===== config.mk =====
export PLATFORM = sky130hd
export DESIGN_NAME = clk_div_multi
export DESIGN_NICKNAME = d
export VERILOG_FILES = /design/src/rtl/clk_div_multi.sv
export SDC_FILE = /design/constraint.sdc
export NUM_CORES = 1
export LEC_CHECK = 0
export BUFFER_PORTS_ARGS = -buffer_cell sky130_fd_sc_hd__buf_4
export CORE_MARGIN = 1.5
export CORE_UTILIZATION = 50
export CTS_CLUSTER_DIAMETER = 50
export DETAILED_ROUTE_END_ITERATION = 8
export PLACE_DENSITY = 0.75
export SLEW_MARGIN = 10
export SYNTH_ARGS = -nofsm -noshare
export SYNTH_HDL_FRONTEND = slang
export SYNTH_SLANG_ARGS = --single-unit

===== constraint.sdc =====
create_clock -name clk -period 5.6 [get_ports clk]
set_input_delay 1.12 -clock clk [delete_from_list [all_inputs] [get_ports clk]]
set_output_delay 1.12 -clock clk [all_outputs]
set_load 0.02 [all_outputs]

===== src/rtl/clk_div_multi.sv =====
// Multi-channel programmable clock divider: per-channel half-period counters with
// shadowed divisors that are only swapped in at terminal count, sync or disable.
module clk_div_multi #(
    parameter int N_CH        = 4,
    parameter int CNT_W       = 24,
    parameter int DEFAULT_DIV = 5000000,
    parameter int SEL_W       = 2
) (
    input  logic             clk,
    input  logic             rst_n,
    input  logic [N_CH-1:0]  en,
    input  logic             wr_en,
    input  logic [SEL_W-1:0] wr_sel,
    input  logic [CNT_W-1:0] wr_data,
    input  logic             sync,
    output logic [N_CH-1:0]  sclk,
    output logic [N_CH-1:0]  tick
);

    localparam logic [CNT_W-1:0] DIV_RST = CNT_W'(DEFAULT_DIV);

    logic [CNT_W-1:0] cnt_q    [N_CH];
    logic [CNT_W-1:0] cnt_d    [N_CH];
    logic [CNT_W-1:0] shadow_q [N_CH];
    logic [CNT_W-1:0] shadow_d [N_CH];
    logic [CNT_W-1:0] act_q    [N_CH];
    logic [CNT_W-1:0] act_d    [N_CH];
    logic [N_CH-1:0]  sclk_q, sclk_d;
    logic [N_CH-1:0]  tick_q, tick_d;

    always_comb begin
        sclk_d = sclk_q;
        tick_d = '0;
        for (int i = 0; i < N_CH; i++) begin
            shadow_d[i] = shadow_q[i];
            act_d[i]    = act_q[i];
            cnt_d[i]    = cnt_q[i];

            // Out-of-range selects match no channel and are silently dropped.
            if (wr_en && (wr_sel == SEL_W'(i))) begin
                shadow_d[i] = wr_data;
            end

            // Every path that reloads act_q also clears cnt_q, so equality compare is safe.
            if (sync || !en[i]) begin
                cnt_d[i]  = '0;
                sclk_d[i] = 1'b0;
                act_d[i]  = shadow_q[i];
            end else if (cnt_q[i] == act_q[i]) begin
                cnt_d[i]  = '0;
                sclk_d[i] = ~sclk_q[i];
                tick_d[i] = 1'b1;
                act_d[i]  = shadow_q[i];
            end else begin
                cnt_d[i] = cnt_q[i] + CNT_W'(1);
            end
        end
    end

    always_ff @(posedge clk or negedge rst_n) begin
        if (!rst_n) begin
            sclk_q <= '0;
            tick_q <= '0;
            for (int i = 0; i < N_CH; i++) begin
                cnt_q[i]    <= '0;
                shadow_q[i] <= DIV_RST;
                act_q[i]    <= DIV_RST;
            end
        end else begin
            sclk_q <= sclk_d;
            tick_q <= tick_d;
            for (int i = 0; i < N_CH; i++) begin
                cnt_q[i]    <= cnt_d[i];
                shadow_q[i] <= shadow_d[i];
                act_q[i]    <= act_d[i];
            end
        end
    end

    assign sclk = sclk_q;
    assign tick = tick_q;

endmodule

==> impl_metrics.py <==
metrics = {
    "sta": {
        "finClkSkew_ns": 0.00979,
        "rsz0062_at_grt": "no",
        "worst_pin_slew_ns": 1.25,
        "min_period_ns": 2.88,
        "max_freq_mhz": 347,
        "relSlewSlack": 0.163,
        "hold_violations": 0,
        "fin_crit_sh": 0.515,
        "setup_viol": 0,
        "drv_slew": 0,
        "final.setup.tns_ns": 0,
    },
    "final_layout": {
        "layout-drive-gt1-share": 0.321,
        "fin_nets": 1113,
        "synthToLayoutAreaGrowth_pct": 12.1,
        "post-route-util": 0.570,
        "design_area_um2": 14800,
        "num_antenna_cells": 0,
    },
    "synthesis": {
        "synth_common_cells": "dfrtp_1 (232), mux2_2 (164), xor2_1 (137)",
        "synth_warnings": 0,
        "netlist_area_um2": 13200,
        "yosysUniqueCellTypes": 38,
        "synth.area.top_cells": "dfrtp_1 (44%), mux2_2 (14%), dfstp_2 (13%)",
        "synth_edf_count": 0,
        "synthArstFlopShare": 1.00,
        "yosysTopAreaCell": "dfrtp_1",
        "synth.most_common_cell": "dfrtp_1",
        "postSynthAreaPerCell_um2": 12.8,
        "syn_inst": 1031,
        "synth_flop_cell": "dfrtp_1",
        "synth_top_cell_area_share": 0.438,
        "ys_seq_area_frac": 0.565,
        "syn-num-nets": 1069,
        "ys_ff_latch": 296,
    },
    "place": {
        "gp_congestion": 0.841,
        "place_area_um2": 13800,
        "portBuffers": 41,
        "hpwl_um": 18000,
    },
    "route": {
        "num_vias": 7795,
        "avgViaCountPerCell": 5.44,
        "dr.pass1.iters": 4,
        "wirelength_um": 26800,
        "remaining_drc_errors": 0,
        "ant_nets": 0,
        "drt-initial-drc-count": 513,
        "wl_per_cell_um": 18.7,
    },
    "clock_tree": {
        "cts_tree": "yes",
        "hold_buffers": 0,
        "clk_pin_slew_worst_paths_ns": 0.06,
        "cts.sinks": 296,
        "cts_made_buffers": 30,
        "cts_setup_buffers": 0,
        "clock_latency_ns": 0.55,
        "ctsResizeCount": 0,
        "cts_root_buf": "clkbuf_16",
        "htree_levels": 1,
        "cts_buffer_depth": 3,
    },
    "floorplanning": {
        "core_um2": 26100,
        "rows": 59,
        "boundaryPins": 42,
        "die_w_um": 166,
        "die_h_um": 166,
        "initial_core_util": 0.508,
        "die_area_um2": 27500,
    },
    "critical_path": {
        "worstPathArrival_ns": 3.32,
        "startpoint_type": "flip-flop",
        "worstRegToRegCells": 6,
        "path_class": "flip-flop to flip-flop",
        "reg2reg_slack_ns": 2.72,
        "end_kind": "flip-flop",
        "required_ns": 6.04,
        "critical_path_peak_fanout": 36,
    },
    "worst_hold_path": {
        "min_path_cells": 1,
        "hold_class": "flip-flop to flip-flop",
    },
    "power": {
        "ir_drop_mv": 0.281,
        "p_per_area_nw_per_um2": 359,
        "total_power_mw": 5.32,
        "power.leakage_nw": 6.45,
    },
    "global_route": {
        "grt_pass1_wl_um": 44200,
        "grt-ovfl-total": 0,
        "grt_pass1_vias": 8220,
        "grt_max_degree": 142,
        "grt_usage": 0.200,
        "grt_antenna_before_repair": 1,
    },
    "job": {
        "maxCapViolCount": 0,
    },
    "run_status": {
        "status": "completed",
    },
}
-- final cells by class --
| class | instances | area (um2) |
|---|---|---|
| fillers | 2139 | 11200 |
| inverters | 14 | 52.6 |
| clock inverters | 13 | 155 |
| multi-input cells | 686 | 5500 |
| flip-flops and latches | 296 | 7490 |
| clock buffers | 43 | 851 |
| repair buffers | 47 | 373 |
| well taps | 335 | 419 |
-- state kept, by name, indices dropped and copies added (netlist names) --
register and count:
tick 4, sclk 4, cnt_q 96, act_q 96
shadow_q 96
-- final timing paths --
kind,endpoint,start
worst min-delay path,act_q[21],shadow_q[21]
min in group asynchronous,cnt_q[13],rst_n
worst max register to register,act_q[63],cnt_q[60]
max in group asynchronous,shadow_q[73],rst_n
worst max-delay path,act_q[63],cnt_q[60]
worst min register to register,act_q[21],shadow_q[21]
-- cell families after synthesis --
family	Yosys count	synth area share
adders and majority gates	4	0.00378
AOI/OAI and AO/OA	12	0.00642
xor gates and xnor gates	184	0.122
buffers and inverters	49	0.0219
muxes	192	0.169
DFF	296	0.565
and+or+nand+nor	294	0.112
-- where the power goes --
group          leakage [nW]  switching, mW  internal, mW  total, mW
clock network         0.491          0.839          1.20       2.04
logic                  2.32          0.250         0.335      0.585
registers              3.64          0.199          2.50       2.70
total                  6.45           1.29          4.03       5.32
-- layout by cell type (no fill, tap or decap), drive strengths merged, types with 6 or more instances in the layout --
| cell | netlist | routed |
|---|---|---|
| nand2 | 32 | 32 |
| nor3 | 23 | 23 |
| clkinv | 0 | 6 |
| xnor2 | 47 | 47 |
| inv | 14 | 16 |
| buf | 23 | 47 |
| and3 | 11 | 11 |
| nor2 | 109 | 109 |
| dfstp | 64 | 64 |
| nor4 | 30 | 30 |
| mux2 | 192 | 192 |
| nand4 | 23 | 23 |
| nand3 | 37 | 37 |
| dfrtp | 232 | 232 |
| clkbuf | 12 | 43 |
| xor2 | 137 | 137 |
| and4 | 11 | 11 |
-- critical path, stage by stage (launching register included) --
cell,delay [ns]
dfrtp_1,0.44
xor2_1,0.19
nor4_1,0.34
nand4_1,0.27
o21bai_4,0.81
buf_4,0.35
mux2_2,0.36
-- metal layers --
metal  track usage  wire [um]
met1         0.285      12400
met2         0.325      12800
met5             0         13
met4        0.0450        535
met3        0.0315       1050
-- per-stage QoR --
step | instances | worst slack (ns) | hold slack [ns]
after CTS | 1434 | 2.71 | 0.495
after detailed placement | 1378 | 2.74 | 0.480
after global routing | 1434 | 2.55 | 0.512
after floorplan | 1031 | 3.29 | 0.459
after global placement | 1378 | 2.77 | 0.469
final | 1434 | 2.72 | 0.491
(Power assumes the default switching activity.)
